File: src/rtl/uart_rcv_block.sv
// Serial receiver: start-edge detect, mid-bit sampling, stop check, one-deep holding register.
// Latency: data_ready rises HALF+(DATA_BITS+1)*CLKS_PER_BIT+2 clks after the synchronised start edge.
// Backpressure: none on the line; an unread word is overwritten by the next good frame and overrun_error is flagged.
module uart_rcv_block #(
    parameter int DATA_BITS    = 8,
    parameter int CLKS_PER_BIT = 10
) (
    input  logic                 clk,
    input  logic                 n_rst,
    input  logic                 serial_in,
    input  logic                 data_read,
    output logic [DATA_BITS-1:0] rx_data,
    output logic                 data_ready,
    output logic                 overrun_error,
    output logic                 framing_error
);

    localparam int HALF = CLKS_PER_BIT / 2;
    localparam int CW   = $clog2(CLKS_PER_BIT);
    localparam int BW   = $clog2(DATA_BITS + 1);

    localparam logic [CW-1:0] CNT_HALF_M1 = CW'(HALF - 1);
    localparam logic [CW-1:0] CNT_LAST    = CW'(CLKS_PER_BIT - 1);
    localparam logic [CW-1:0] CNT_ONE     = CW'(1);
    localparam logic [BW-1:0] BITS_M1     = BW'(DATA_BITS - 1);
    localparam logic [BW-1:0] BIT_ONE     = BW'(1);

    typedef enum logic [2:0] {
        ST_IDLE  = 3'd0,
        ST_START = 3'd1,
        ST_DATA  = 3'd2,
        ST_STOP  = 3'd3,
        ST_LOAD  = 3'd4
    } state_t;

    // Line synchroniser and edge history
    logic       sync1_q;
    logic       sync2_q;
    logic       prev_q;
    logic [1:0] fill_q;
    logic       armed_q;
    logic       start_edge;

    // Frame state
    state_t                 state_q,      state_d;
    logic [CW-1:0]          clk_cnt_q,    clk_cnt_d;
    logic [BW-1:0]          bit_cnt_q,    bit_cnt_d;
    logic [DATA_BITS-1:0]   shift_q,      shift_d;
    logic                   stop_bit_q,   stop_bit_d;

    // Holding register and status
    logic [DATA_BITS-1:0]   rx_data_q,    rx_data_d;
    logic                   data_ready_q, data_ready_d;
    logic                   overrun_q,    overrun_d;
    logic                   framing_q,    framing_d;

    // Two-flop synchroniser plus previous-value flop; fill/armed make sure the
    // receiver has seen a real synchronised 1 before accepting a start, so a
    // line held low through reset does not look like a falling edge.
    always_ff @(posedge clk or negedge n_rst) begin
        if (!n_rst) begin
            sync1_q <= 1'b1;
            sync2_q <= 1'b1;
            prev_q  <= 1'b1;
            fill_q  <= 2'b00;
            armed_q <= 1'b0;
        end else begin
            sync1_q <= serial_in;
            sync2_q <= sync1_q;
            prev_q  <= sync2_q;
            fill_q  <= {fill_q[0], 1'b1};
            armed_q <= armed_q | (fill_q[1] & sync2_q);
        end
    end

    assign start_edge = armed_q & prev_q & ~sync2_q;

    // Frame FSM and holding-register state
    always_ff @(posedge clk or negedge n_rst) begin
        if (!n_rst) begin
            state_q      <= ST_IDLE;
            clk_cnt_q    <= '0;
            bit_cnt_q    <= '0;
            shift_q      <= '1;
            stop_bit_q   <= 1'b1;
            rx_data_q    <= '1;
            data_ready_q <= 1'b0;
            overrun_q    <= 1'b0;
            framing_q    <= 1'b0;
        end else begin
            state_q      <= state_d;
            clk_cnt_q    <= clk_cnt_d;
            bit_cnt_q    <= bit_cnt_d;
            shift_q      <= shift_d;
            stop_bit_q   <= stop_bit_d;
            rx_data_q    <= rx_data_d;
            data_ready_q <= data_ready_d;
            overrun_q    <= overrun_d;
            framing_q    <= framing_d;
        end
    end

    // Next-state: bit timing, sampling, stop check and read handshake
    always_comb begin
        state_d      = state_q;
        clk_cnt_d    = clk_cnt_q;
        bit_cnt_d    = bit_cnt_q;
        shift_d      = shift_q;
        stop_bit_d   = stop_bit_q;
        rx_data_d    = rx_data_q;
        data_ready_d = data_ready_q;
        overrun_d    = overrun_q;
        framing_d    = framing_q;

        // Consumer read; the LOAD cycle owns these flags and handles the read itself
        if (state_q != ST_LOAD && data_read && data_ready_q) begin
            data_ready_d = 1'b0;
            overrun_d    = 1'b0;
        end

        case (state_q)
            ST_IDLE: begin
                if (start_edge) begin
                    state_d   = ST_START;
                    clk_cnt_d = '0;
                    bit_cnt_d = '0;
                    framing_d = 1'b0;
                end
            end
            ST_START: begin
                if (clk_cnt_q == CNT_HALF_M1) begin
                    clk_cnt_d = '0;
                    // A line back at 1 by mid start bit is a glitch, not a frame
                    state_d   = sync2_q ? ST_IDLE : ST_DATA;
                end else begin
                    clk_cnt_d = clk_cnt_q + CNT_ONE;
                end
            end
            ST_DATA: begin
                if (clk_cnt_q == CNT_LAST) begin
                    clk_cnt_d = '0;
                    shift_d   = {sync2_q, shift_q[DATA_BITS-1:1]};
                    bit_cnt_d = bit_cnt_q + BIT_ONE;
                    if (bit_cnt_q == BITS_M1) begin
                        state_d = ST_STOP;
                    end
                end else begin
                    clk_cnt_d = clk_cnt_q + CNT_ONE;
                end
            end
            ST_STOP: begin
                if (clk_cnt_q == CNT_LAST) begin
                    clk_cnt_d  = '0;
                    stop_bit_d = sync2_q;
                    state_d    = ST_LOAD;
                end else begin
                    clk_cnt_d = clk_cnt_q + CNT_ONE;
                end
            end
            ST_LOAD: begin
                state_d   = ST_IDLE;
                clk_cnt_d = '0;
                if (stop_bit_q) begin
                    rx_data_d    = shift_q;
                    data_ready_d = 1'b1;
                    // Unread word being replaced: flag it unless it is read right now
                    if (data_ready_q) begin
                        overrun_d = ~data_read;
                    end
                end else begin
                    framing_d = 1'b1;
                end
            end
            default: begin
                state_d   = ST_IDLE;
                clk_cnt_d = '0;
            end
        endcase
    end

    assign rx_data       = rx_data_q;
    assign data_ready    = data_ready_q;
    assign overrun_error = overrun_q;
    assign framing_error = framing_q;

endmodule

File: config.mk
export PLATFORM = sky130hd
export DESIGN_NAME = uart_rcv_block
export DESIGN_NICKNAME = d
export VERILOG_FILES = /design/src/rtl/uart_rcv_block.sv
export SDC_FILE = /design/constraint.sdc
export NUM_CORES = 1
export LEC_CHECK = 0
export CAP_MARGIN = 30
export CORE_ASPECT_RATIO = 0.5
export CORE_MARGIN = 3
export CORE_UTILIZATION = 27
export DETAILED_ROUTE_END_ITERATION = 10
export GPL_ROUTABILITY_DRIVEN = 0
export GPL_TIMING_DRIVEN = 0
export HOLD_SLACK_MARGIN = 0.06
export SYNTH_ARGS = -nofsm -noshare
export SYNTH_HDL_FRONTEND = slang
export SYNTH_SLANG_ARGS = --single-unit
File: constraint.sdc
create_clock -name clk -period 1.98 [get_ports clk]
set_input_delay 0.297 -clock clk [delete_from_list [all_inputs] [get_ports clk]]
set_output_delay 0.297 -clock clk [all_outputs]
set_load 0.01 [all_outputs]
==> results.md <==
- Global routing used 8.483% of the available tracks.
- The global-route wire length before repair is 4.519 mm.
- Row generation in the floorplan step produced 19 rows.
- Once routing completed, OpenROAD measured the worst setup slack at between 0.2 and 0.25 ns.
- The overall die height is 60.84 um.
- Wires add up to roughly 2.7 mm.
- Using the TritonRoute via totals, the vias-per-cell ratio works out to 4.463.
- The number of antenna diodes in the final layout is 0.
- The synthesis-to-layout area growth is 22.50%.
- The clock insertion delay at the later pin of the skew report is 0.28 ns.
- The commonest non-fill, non-tap cell in the layout is dfstp_2.
- The number of max-capacitance violations reported is 0.
- On the worst path, the slowest cell contributes a delay of 0.43 ns.
- The net count of the finished layout is around 150.
- The share of the core filled with cells is 35.31%.
- The HPWL after detailed placement is 1.804 mm.
- The largest individual stage delay along the critical path comes from the cell or3_4.
- The filler cell count is 547.
- The number of levels in the clock H-tree is 2.
- After clock tree synthesis, the clock-pin slew on the worst setup and hold paths is 0.05 ns.
- The buffers inserted during post-CTS setup optimization is 0.
- The flow ran to the end, and the final reports show no timing, DRC or antenna violations.
- Detailed routing inserted a total of 973 vias.
- The number of buffer and inverter stages on the critical path is 2.
- Synthesis produced a netlist whose cell count is ~120.
- The number of buffers inserted by port buffering is 14.
- The number of nets in the synthesized netlist is between 100 and 150.
- The root buffer cell is clkbuf_16.
- The path class of the tightest hold or removal check is primary input to async pin.
- The data required time of the critical path is between 2 and 2.5 ns.
- Of the cells placed in the final design, the portion with a size suffix greater than 1 is 35.17%.
- The worst clock skew is 0.004473 ns.
- After floorplanning, the core was sized to cover 0.005634 mm^2.
- CTS saw 37 sinks.
- The maximum fanout along the worst path is 10.
- The minimum clock period after layout is 1.749 ns.
- For the worst setup path, the data arrival time is 1.95 ns.
- The hold buffer count at CTS is 0.
- The setup path with the least slack is of type flip-flop to flip-flop.
- In this run, post-CTS repair resized a total of 0 instances.
- The maximum vdd drop is 343.8 uV.
- In the layout the commonest cells are 20 x dfstp_2, 17 x dfrtp_1, 13 x clkdlybuf4s50_1.
- Based on the critical path, the design can be clocked at up to 571.7 MHz.
- The mean cell area of the mapped netlist is 13.20 um^2.
- For this block, the initial DRC count from the detailed router was 31.
- STA classifies the critical path startpoint as a flip-flop.
- The critical path goes through inv_1 -> ha_1 -> nand3b_1 -> or3_4 -> buf_6 -> mux2_4.
- The most used flip-flop cell after synthesis is dfstp_2.
- The register bit total from synthesis is 37.
- The power per cell area is 1111 mW/mm^2.
- The analysis attributes to cell leakage a power of 0.8600 nW.
- The worst relative slew slack is 45.91%.
- The total design power is 2.211 mW.
- The number of buffers created by CTS is 5.
- Of all flip-flops after synthesis, the portion carrying an async set or reset was 100.0%.
- The number of hold-slack violations in the final timing report is 0.
- The worst slack on hold paths is 0.1105 ns.
- The worst slack at placement is between 0.2 and 0.25 ns.
- The sequential share of the synthesized area is 58.55%.
- The transition time of the tightest slew-check pin is 0.8114 ns.
- The remaining design rule violation count is 0.
- The area of combinational cells with multiple inputs is 639.4 um^2.
- The kind of cell with the highest combined delay along the critical path is simple AND/OR/NAND/NOR gates.
- The number of global-route vias before repair is 907.
- The die outline area is 0.007038 mm^2.
- Registers take 950.9 um^2.
- The sort of element at the end of the critical path is a flip-flop.
- The final routed wire length divided by cell count is 12.25 um.
- The number of max-slew violations in the final report is 0.
- The initial core utilization is 28.83%.
- Setup repair after global routing left no endpoint under its margin.
- In the finished design, the share of the clock period the worst path needs comes to 88.34%.
- The clock tree from TritonCTS is built.
- The sum of overflow across all layers after global routing is 0.
- The maximum buffer depth of the clock tree is 2.
- The number of iterations in the first detailed-routing pass is 4.
- The largest net degree at the start of global routing is 38.
- The number of antenna violations at the first check in global routing was 0.
- The number of warnings printed during yosys synthesis is 0.
- The number of enable flip-flop cells after synthesis is 0.
- 15 I/O pins were placed.
- The die width is 115.7 um.
- The number of different library cells in the post-synthesis netlist is 33.
- The antenna violation net count after detailed routing is 0.
- The number of failing setup endpoints in the final timing report is 0.
- The post-synthesis instance area is 0.001624 mm^2.
- The sum of negative setup slack is 0 ns.
[where the power goes]
| group | internal (mW) | total, mW | leakage (nW) | switching [mW] |
|---|---|---|---|---|
| sequential | 0.896 | 1.01 | 0.416 | 0.111 |
| combinational | 0.215 | 0.460 | 0.374 | 0.245 |
| clock | 0.461 | 0.744 | 0.0706 | 0.283 |
[synth_stat cells (3+ instances only)]
cell type	number	share of area, %
dfstp_2	20	32
dfrtp_1	17	26
mux2_2	11	7.6
nand2_1	8	1.8
nor2_1	7	1.6
mux2_4	6	5.5
nand3b_1	6	2.8
a21oi_1	5	1.5
inv_1	5	1.2
o21ai_0	5	1.5
ha_1	4	3.1
nand3_1	3	0.92
[metrics by stage]
stage	area, um^2	cells
CTS	1989	218
floorplan	1624	123
global route	1989	218
global placement	1856	210
finish	1989	218
detailed placement	1851	210
[layout make-up]
class	count	area share, %
Timing Repair Buffer	14	6.792
Clock buffer	6	6.478
Tap cell	73	4.591
Multi-Input combinational cell	79	32.14
Buffer	2	0.7547
Inverter	5	0.9434
Sequential cell	37	47.80
Clock inverter	2	0.5031
[worst paths after layout]
check	startpoint	endpoint	slack (ns)	cells after the start
setup / recovery	clk_cnt_q[1]	shift_q[6]	0.23	6
hold / removal	n_rst	clk_cnt_q[0]	0.11	1
setup reg to reg	clk_cnt_q[1]	shift_q[6]	0.23	6
hold reg to reg	fill_q[0]	fill_q[1]	0.35	0
min in group clk	fill_q[0]	fill_q[1]	0.35	0
max in group asynchronous	n_rst	bit_cnt_q[0]	1.36	1
[kinds of logic (layout without fill, tap and decap cells)]
group                    count (synthesis)  count (layout)  synth area share [%]
adder cells (fa/ha/maj)                  4               4                 3.082
buffers and inverters                    7              29                 2.080
other                                    1               1                0.2309
multiplexers                            17              17                 13.17
AO/OA/AOI/OAI                           16              16                 6.317
XOR/XNOR                                 3               3                 1.618
flip-flops                              37              37                 58.55
AND/OR/NAND/NOR                         38              38                 14.95
[worst reg2reg max path, delay by kind of cell, from the launching register on]
kind          cells  cell delay [ns]
buf+inv           2             0.27
simple gates      2             0.56
mux               1             0.30
fa+ha+maj         1             0.17
flops             1             0.39
[state kept, by name, summed over array words and instances (netlist names), 2 cells and up, named ones only]
| register | flops |
|---|---|
| state_q | 3 |
| bit_cnt_q | 4 |
| fill_q | 2 |
| clk_cnt_q | 4 |
| rx_data | 8 |
| shift_q | 8 |
[per-layer routing]
| layer | global-route usage [%] | vias up | share of wire (%) |
|---|---|---|---|
| met1 | 11.87 | 482 | 49 |
| met4 | 4.463 | 0 | 1.2 |
| met3 | 2.988 | 6 | 3.4 |
| met5 | 0 | - | 0 |
| met2 | 11.51 | 14 | 46 |
| li1 | - | 471 | - |
Note: power is estimated with default switching activity, not from simulation.
